`src/rtl/instr_sequencer.sv`:
```
// PIC16F-style Q-cycle instruction sequencer with hardware return stack.
// Define STACK_TRAP_EN to trap stack overflow/underflow and halt the core.
module instr_sequencer #(
    parameter int PC_WIDTH    = 13,
    parameter int STACK_DEPTH = 8
) (
    input  logic                clk,
    input  logic                rst,
    input  logic [13:0]         instr_current,
    input  logic [PC_WIDTH-1:0] pc_current,
    input  logic                status_z,
    input  logic                bit_test_res,
    output logic [1:0]          q_count,
    output logic                alu_sel_l,
    output logic [3:0]          alu_op,
    output logic                alu_status_wr_en,
    output logic                f_wr_en,
    output logic                w_wr_en,
    output logic                instr_rd_en,
    output logic                instr_flush,
    output logic                pc_incr_en,
    output logic                pc_j_en,
    output logic                pc_ret_en,
    output logic [PC_WIDTH-1:0] stack_top,
    output logic                stack_err
);
    localparam logic [3:0] ALU_ADD    = 4'd0;
    localparam logic [3:0] ALU_SUB    = 4'd1;
    localparam logic [3:0] ALU_AND    = 4'd2;
    localparam logic [3:0] ALU_OR     = 4'd3;
    localparam logic [3:0] ALU_XOR    = 4'd4;
    localparam logic [3:0] ALU_COM    = 4'd5;
    localparam logic [3:0] ALU_RR     = 4'd6;
    localparam logic [3:0] ALU_RL     = 4'd7;
    localparam logic [3:0] ALU_SWAP   = 4'd8;
    localparam logic [3:0] ALU_BS     = 4'd9;
    localparam logic [3:0] ALU_BC     = 4'd10;
    localparam logic [3:0] ALU_INC    = 4'd11;
    localparam logic [3:0] ALU_DEC    = 4'd12;
    localparam logic [3:0] ALU_PASSLF = 4'd13;
    localparam logic [3:0] ALU_PASSW  = 4'd14;
    localparam logic [3:0] ALU_ZERO   = 4'd15;

    localparam logic [2:0] K_SEQ   = 3'd0;
    localparam logic [2:0] K_SKIPZ = 3'd1;
    localparam logic [2:0] K_SKIPB = 3'd2;
    localparam logic [2:0] K_JMP   = 3'd3;
    localparam logic [2:0] K_CALL  = 3'd4;
    localparam logic [2:0] K_RET   = 3'd5;

    localparam int SPW = $clog2(STACK_DEPTH);
    localparam int CW  = SPW + 1;
    localparam logic [CW-1:0] CNT_FULL = CW'(STACK_DEPTH);

    logic [1:0]          r_q;
    logic [1:0]          w_q_nxt;
    logic [SPW-1:0]      r_sp;
    logic [CW-1:0]       r_count;
    logic [PC_WIDTH-1:0] r_stack [STACK_DEPTH];
    logic                w_sel, w_st, w_f, w_w;
    logic [3:0]          w_op;
    logic [2:0]          w_k;
    logic                w_halt, w_push, w_pop, w_do_push, w_do_pop;
    logic [PC_WIDTH-1:0] w_ret_addr;

    // Q2 operand/op/write fields and Q3 flow kind per opcode
    always_comb begin
        w_sel = 1'b0;
        w_op  = ALU_ADD;
        w_st  = 1'b0;
        w_f   = 1'b0;
        w_w   = 1'b0;
        w_k   = K_SEQ;
        casez (instr_current)
            14'b00_0000_0000_1000: w_k = K_RET;
            14'b00_0000_1???_????: begin
                w_op = ALU_PASSW;
                w_f  = 1'b1;
            end
            14'b00_0000_????_????: ;
            14'b00_????_????_????: begin
                w_f  = instr_current[7];
                w_w  = ~instr_current[7];
                w_st = (instr_current[11:8] != 4'b1110);
                case (instr_current[11:8])
                    4'b0001: w_op = ALU_ZERO;
                    4'b0010: w_op = ALU_SUB;
                    4'b0011: w_op = ALU_DEC;
                    4'b0100: w_op = ALU_OR;
                    4'b0101: w_op = ALU_AND;
                    4'b0110: w_op = ALU_XOR;
                    4'b1000: w_op = ALU_PASSLF;
                    4'b1001: w_op = ALU_COM;
                    4'b1010: w_op = ALU_INC;
                    4'b1011: begin w_op = ALU_DEC; w_k = K_SKIPZ; end
                    4'b1100: w_op = ALU_RR;
                    4'b1101: w_op = ALU_RL;
                    4'b1110: w_op = ALU_SWAP;
                    4'b1111: begin w_op = ALU_INC; w_k = K_SKIPZ; end
                    default: w_op = ALU_ADD;
                endcase
            end
            14'b01_00??_????_????: begin w_op = ALU_BC; w_f = 1'b1; w_st = 1'b1; end
            14'b01_01??_????_????: begin w_op = ALU_BS; w_f = 1'b1; w_st = 1'b1; end
            14'b01_10??_????_????: begin w_op = ALU_BC; w_k = K_SKIPB; end
            14'b01_11??_????_????: begin w_op = ALU_BS; w_k = K_SKIPB; end
            14'b10_0???_????_????: w_k = K_CALL;
            14'b10_1???_????_????: w_k = K_JMP;
            14'b11_00??_????_????: begin w_sel = 1'b1; w_op = ALU_PASSLF; w_w = 1'b1; end
            14'b11_01??_????_????: begin
                w_sel = 1'b1;
                w_op  = ALU_PASSLF;
                w_w   = 1'b1;
                w_k   = K_RET;
            end
            14'b11_1000_????_????: begin w_sel = 1'b1; w_op = ALU_OR;  w_w = 1'b1; w_st = 1'b1; end
            14'b11_1001_????_????: begin w_sel = 1'b1; w_op = ALU_AND; w_w = 1'b1; w_st = 1'b1; end
            14'b11_1010_????_????: begin w_sel = 1'b1; w_op = ALU_XOR; w_w = 1'b1; w_st = 1'b1; end
            14'b11_110?_????_????: begin w_sel = 1'b1; w_op = ALU_SUB; w_w = 1'b1; w_st = 1'b1; end
            14'b11_111?_????_????: begin w_sel = 1'b1; w_op = ALU_ADD; w_w = 1'b1; w_st = 1'b1; end
            default: ;
        endcase
    end

    always_ff @(posedge clk) begin
        if (rst) r_q <= 2'd0;
        else     r_q <= w_q_nxt;
    end

    always_comb begin
        w_q_nxt = r_q + 2'd1;
    end

    always_comb begin
        alu_sel_l        = 1'b0;
        alu_op           = 4'd0;
        alu_status_wr_en = 1'b0;
        f_wr_en          = 1'b0;
        w_wr_en          = 1'b0;
        instr_rd_en      = 1'b0;
        instr_flush      = 1'b0;
        pc_incr_en       = 1'b0;
        pc_j_en          = 1'b0;
        pc_ret_en        = 1'b0;
        if (!w_halt) begin
            if (r_q == 2'd2) begin
                alu_sel_l        = w_sel;
                alu_op           = w_op;
                alu_status_wr_en = w_st;
                f_wr_en          = w_f;
                w_wr_en          = w_w;
            end else if (r_q == 2'd3) begin
                case (w_k)
                    K_SKIPZ: begin
                        instr_flush = status_z;
                        instr_rd_en = ~status_z;
                        pc_incr_en  = 1'b1;
                    end
                    K_SKIPB: begin
                        instr_flush = bit_test_res;
                        instr_rd_en = ~bit_test_res;
                        pc_incr_en  = 1'b1;
                    end
                    K_JMP, K_CALL: begin
                        instr_flush = 1'b1;
                        pc_j_en     = 1'b1;
                    end
                    K_RET: begin
                        instr_flush = 1'b1;
                        pc_ret_en   = 1'b1;
                    end
                    default: begin
                        instr_rd_en = 1'b1;
                        pc_incr_en  = 1'b1;
                    end
                endcase
            end
        end
    end

    assign q_count    = r_q;
    assign w_ret_addr = pc_current + PC_WIDTH'(1);
    assign w_push     = (r_q == 2'd3) && (w_k == K_CALL) && !w_halt;
    assign w_pop      = (r_q == 2'd3) && (w_k == K_RET) && !w_halt;

`ifdef STACK_TRAP_EN
    logic r_err;
    logic w_ovf, w_unf;
    assign w_ovf = w_push && (r_count == CNT_FULL);
    assign w_unf = w_pop && (r_count == '0);
    always_ff @(posedge clk) begin
        if (rst)                r_err <= 1'b0;
        else if (w_ovf | w_unf) r_err <= 1'b1;
    end
    assign w_halt    = r_err;
    assign w_do_push = w_push && !w_ovf;
    assign w_do_pop  = w_pop && !w_unf;
`else
    assign w_halt    = 1'b0;
    assign w_do_push = w_push;
    assign w_do_pop  = w_pop;
`endif
    assign stack_err = w_halt;

    always_ff @(posedge clk) begin
        if (rst) begin
            r_sp    <= '0;
            r_count <= '0;
        end else if (w_do_push) begin
            r_sp <= r_sp + SPW'(1);
            if (r_count != CNT_FULL) r_count <= r_count + CW'(1);
        end else if (w_do_pop) begin
            r_sp <= r_sp - SPW'(1);
            if (r_count != '0) r_count <= r_count - CW'(1);
        end
    end

    // Entries are deliberately left unreset
    always_ff @(posedge clk) begin
        if (!rst && w_do_push) r_stack[r_sp] <= w_ret_addr;
    end

    assign stack_top = r_stack[r_sp - SPW'(1)];
endmodule

```
`config.mk`:
```
export PLATFORM = sky130hd
export DESIGN_NAME = instr_sequencer
export DESIGN_NICKNAME = d
export VERILOG_FILES = /design/src/rtl/instr_sequencer.sv
export SDC_FILE = /design/constraint.sdc
export NUM_CORES = 1
export LEC_CHECK = 0
export CAP_MARGIN = 20
export CORE_ASPECT_RATIO = 1.2
export CORE_MARGIN = 3
export CORE_UTILIZATION = 45
export CTS_CLUSTER_SIZE = 40
export DETAILED_ROUTE_END_ITERATION = 12
export DONT_BUFFER_PORTS = 1
export SETUP_SLACK_MARGIN = 0.5
export SLEW_MARGIN = 40
export SYNTH_ARGS = -nofsm -noshare
export SYNTH_HDL_FRONTEND = slang
export SYNTH_SLANG_ARGS = --single-unit
```
`constraint.sdc`:
```
create_clock -name clk -period 2.9 [get_ports clk]
set_input_delay 0.435 -clock clk [delete_from_list [all_inputs] [get_ports clk]]
set_output_delay 0.435 -clock clk [all_outputs]
set_load 0.02 [all_outputs]
```
## After elaboration in Yosys (flattened, before gate mapping)

Memory sizes are Yosys's and may differ from the RTL's.
Cells that the tools add are included.

- Register bits: 5
- RAM bits: 104
- Output and inout bits: 29
- Memories kept: 1

Memories:

| memory | words | bits a word | read ports | clocked after Yosys merged registers in | wr ports | line | source |
|---|---|---|---|---|---|---|---|
| r_stack | 8 | 13 | 1 | 0 | 1 | 59 | `logic [PC_WIDTH-1:0] r_stack [STACK_DEPTH];` |

- Add/sub/neg operators: 4
- Eq/ne operators: 37
- Muxes and demuxes: 44
- Bitwise logic cells: 3
- Reductions and logical operators: 20

Operator list:

| operator | count |
|---|---|
| $pmux 4 s12 | 1 |
| $eq 4x4->1 const B | 10 |
| $pmux 4 s8 | 1 |
| $eq 4x3->1 const B | 7 |
| $mux 1 | 28 |
| $reduce_or 2->1 | 10 |
| $eq 6x6->1 const B | 3 |
| $pmux 3 s5 | 1 |
| $eq 14x4->1 const B | 1 |
| $reduce_or 7->1 | 2 |
| $add 13x1->13 const B | 1 |
| $eq 3x3->1 const B | 4 |
| $eq 5x5->1 const B | 2 |
| $mux 3 | 3 |
| $eq 4x2->1 const B | 2 |
| $mux 4 | 2 |
| $pmux 1 s2 | 4 |
| $pmux 4 s2 | 1 |
| $eq 7x1->1 const B | 1 |
| $eq 3x2->1 const B | 2 |
| $logic_not 6->1 | 1 |
| $pmux 1 s3 | 2 |
| $pmux 3 s2 | 1 |
| $eq 2x2->1 const B | 2 |
| 12 further kinds | 16 |

## Longest topological paths before layout

- Depth after elaboration: 11
- Gate-level depth with buffers: 9

## Least setup slack after synthesis

OpenSTA, ideal clock, no wires.

- Kind: flip-flop to output port
- Start point: reg r_sp[0]
- End point: out stack_top[10]
- Data arrival time: 2.602 ns
- Data required time: 2.465 ns
- Slack: -0.137 ns
- Cell stages (with the launch flop): 9
- Cells stage by stage: dfxtp_1 > buf_2 > buf_2 > inv_1 > ha_1 > clkbuf_1 > clkbuf_1 > mux4_2 > mux2_2

- Longest elaborated chain between the ends: 2

RTL lines:

| item | line | source |
|---|---|---|
| start: declaration | 57 | `logic [SPW-1:0] r_sp;` |
| start signal: assignment | 210 | `r_sp <= r_sp + SPW'(1);` |
| start signal: assignment | 213 | `r_sp <= r_sp - SPW'(1);` |
| $sub 3x1->3 | 223 | `assign stack_top = r_stack[r_sp - SPW'(1)];` |
| $mem_v2 8x13 | - |  |
| end: declaration | 24 | `output logic [PC_WIDTH-1:0] stack_top,` |

No other way between the ends.

## Final worst setup path

- Start point: reg r_sp[0]
- End point: out stack_top[8]

The elaborated chain is that of the path after synthesis.

==> results.md <==
* Cell Rows at 41
* Setup_tns at 0 ps
* Post-synth top cells: 104 x edfxtp_1, 26 x mux4_2, 20 x nor2_1, 19 x nand2_1, 13 x mux2_2
* Synth Cell Area at 4950 sq um
* Syn Inst Count at 310
* Antenna violations before repair at 0
* WP data required at 2470 ps
* Global-route wire length before repair at 15.7 mm
* # setup viols final at 0
* Worst slew margin relative to its limit at 45.8%
* Final min period at 2360 ps
* Worst vdd ir at 0.338 mV
* WHS Endpoint: q_count[0]$_SDFF_PP0_
* Async SR Flop Fraction at 0%
* Initial core utilization at a little under half
* # H-tree levels at 3
* CTS Root Cell: clkbuf_16
* DP Area at 5200 sq um
* Unrepaired setup endpoints after global routing: yes
* Area growth syn-to-layout at 15.2%
* Yosys top cell by area: edfxtp_1
* TritonCTS clock tree: built
* Crit. End Element: output port
* Chip width at 102 um
* Clock tree sinks at 109
* Post-DP HPWL at 6.74 mm
* Crit Path Max Fanout at 7
* Worst slew pin tran at just over 800 ps
* Die height at ~120 um
* Vias in the first global route at 2,806
* Hold Crit Class: input pin to register
* Clk_lat worst skew at 330 ps
* Avg Cell Area, Syn at 16.0 sq um
* I/O pins at 60
* Clock Skew at 7.46 ps
* Post-Route Utilization at 53.7%
* Hold_sp: rst
* Clock-pin slew on the worst setup and hold paths at 70 ps
* Synthesis-stage register bit count at 109
* Crit share post-route at 81.5%
* Hold Vio Cnt, Final at 0
* CTS Buffer Depth at 2
* Setup Crit Path Kind: register to output port
* Count leader, synth: edfxtp_1
* R2R depth at 4
* Share of the synthesized area in the top cell type at 63.1%
* Final nets at approximately 360
* WL/cell at 22.6 um
* Pleak at 1.81 nW
* Worst EP arrival at 1930 ps
* Initial drt markers at 117
* Most common flop cell mapped by yosys: edfxtp_1
* Yosys warning count at 0
* Vias per cell at slightly above 6
* RR Endpoint: r_stack[2][10]$_DFFE_PP_
* Final instance area at 5700 sq um
* CTS Buf Count at 9
* # diodes at 0
* Vias at about 2,800
* Sequential share of the synthesized area at 65.1%
* Post-synth EDFFs at 104
* Core region area at 10,600 sq um
* Routability cong. at 0.821
* FF-to-FF setup slack at 710 ps
* Cells taking the most area after synthesis: edfxtp_1 63%, mux4_2 12%, mux2_2 3.0%
* Total grt overflow at 0
* Largest net degree at the start of global routing at 29
* Reg2Reg Launch Point: q_count[1]$_SDFF_PP0_
* Drt first pass iters at 4
* I/O Buffers at 0
* Status: complete, no violations
* Syn Nets at 346
* Fmax at 423 MHz
* Slew Viols, Final at 0
* Count of cell types in the netlist at 47
* Max-cap viol count at 0
* Drt total wl at 10.4 mm
* Pwr Density at 528 nW/um^2
* Share of cells above drive strength 1 at 29.6%
* DR DRC count at 0
* Antenna Violating Nets Remaining at 0
* Crit path launch type: register
* WHS Path Cells at 1
* Cts hold-fix bufs at 0
* Die Area at ~12,000 sq um
* Overall Global Routing Usage at 17.5%
## worst max-delay path, stage by stage (launching register included)
cell and delay [ps]:
dfxtp_4 370, inv_4 40, ha_4 290, buf_6 130
buf_16 130, mux4_2 300, mux2_4 330
## placed cells by master, fill, tap and decap left out, drive strengths merged, types with 4 or more instances in the layout
cell type	instances
buf	21
nor3	6
clkbuf	12
o21ai	4
inv	7
mux2	13
ha	5
a31oi	5
a21oi	6
mux4	26
dfxtp	5
nand2	19
xnor2	11
edfxtp	104
nand3	4
nor2	20
xor2	5
nand2b	12
## kinds of logic after synthesis
| group | synth area share (%) |
|---|---|
| compound gates | 4.27 |
| buf+inv | 1.92 |
| xor+xnor | 2.83 |
| flops | 65.1 |
| other cells | 0.0757 |
| simple gates | 9.55 |
| mux | 15.0 |
| fa+ha+maj | 1.26 |
## metrics by stage
| step | hold slack, ps | power [mW] | setup slack [ps] | std cells |
|---|---|---|---|---|
| 6_report | 150 | 3.01 | 536 | 460 |
| 2_1_floorplan | 502 | 1.90 | 329 | 310 |
| 5_1_grt | 143 | 3.11 | 485 | 460 |
| 3_3_place_gp | 504 | 1.93 | 333 | 435 |
| 4_1_cts | 141 | 3.03 | 481 | 458 |
| 3_5_place_dp | 504 | 1.93 | 323 | 435 |
## worst max-delay path by stage
stage                    startpoint                 endpoint  depth (start not counted)
2_1_floorplan      instr_current[9]  r_stack[5][0]$_DFFE_PP_                          5
3_3_place_gp       instr_current[9]  r_stack[2][8]$_DFFE_PP_                          5
3_5_place_dp       instr_current[9]  r_stack[2][9]$_DFFE_PP_                          5
4_1_cts        r_sp[1]$_SDFFE_PP0P_             stack_top[1]                          6
5_1_grt        r_sp[0]$_SDFFE_PP0P_             stack_top[8]                          6
6_report       r_sp[0]$_SDFFE_PP0P_             stack_top[8]                          6
## routing by layer
| metal | share of wire (%) | wire length [um] | GRT usage (%) | up-vias |
|---|---|---|---|---|
| li1 | - | - | - | 1250 |
| met1 | 41 | 4260 | 22.2 | 1417 |
| met2 | 52 | 5410 | 29.5 | 98 |
| met3 | 5.1 | 535 | 4.08 | 13 |
| met4 | 2.1 | 214 | 5.32 | 0 |
| met5 | 0 | 0 | 0 | - |
## report_power, final
group	switching, mW	internal, mW	total [mW]
clock network	0.516	0.585	1.10
registers	0.00657	1.73	1.74
logic	0.103	0.0693	0.172
total	0.626	2.38	3.01
## sequential cells by signal, indices dropped and copies added (netlist names)
register	flops
q_count	2
r_sp	3
r_stack	104
## cell type report
type	count	area [sq um]
flip-flops and latches	109	3230
multi-input cells	178	1740
clock buffers	11	233
well taps	129	161
repair buffers	22	272
inverters	6	25.0
fillers	844	4910
clock inverters	5	36.3
## repair_timing
item,in CTS,in global routing
gates resized for setup,19,14
cloned,2,1
pin swaps,1,1
hold endpoints to repair,0,0
setup buffers,5,1
endpoints found under the setup margin,14,14
Power figures use the tool's default switching activity.
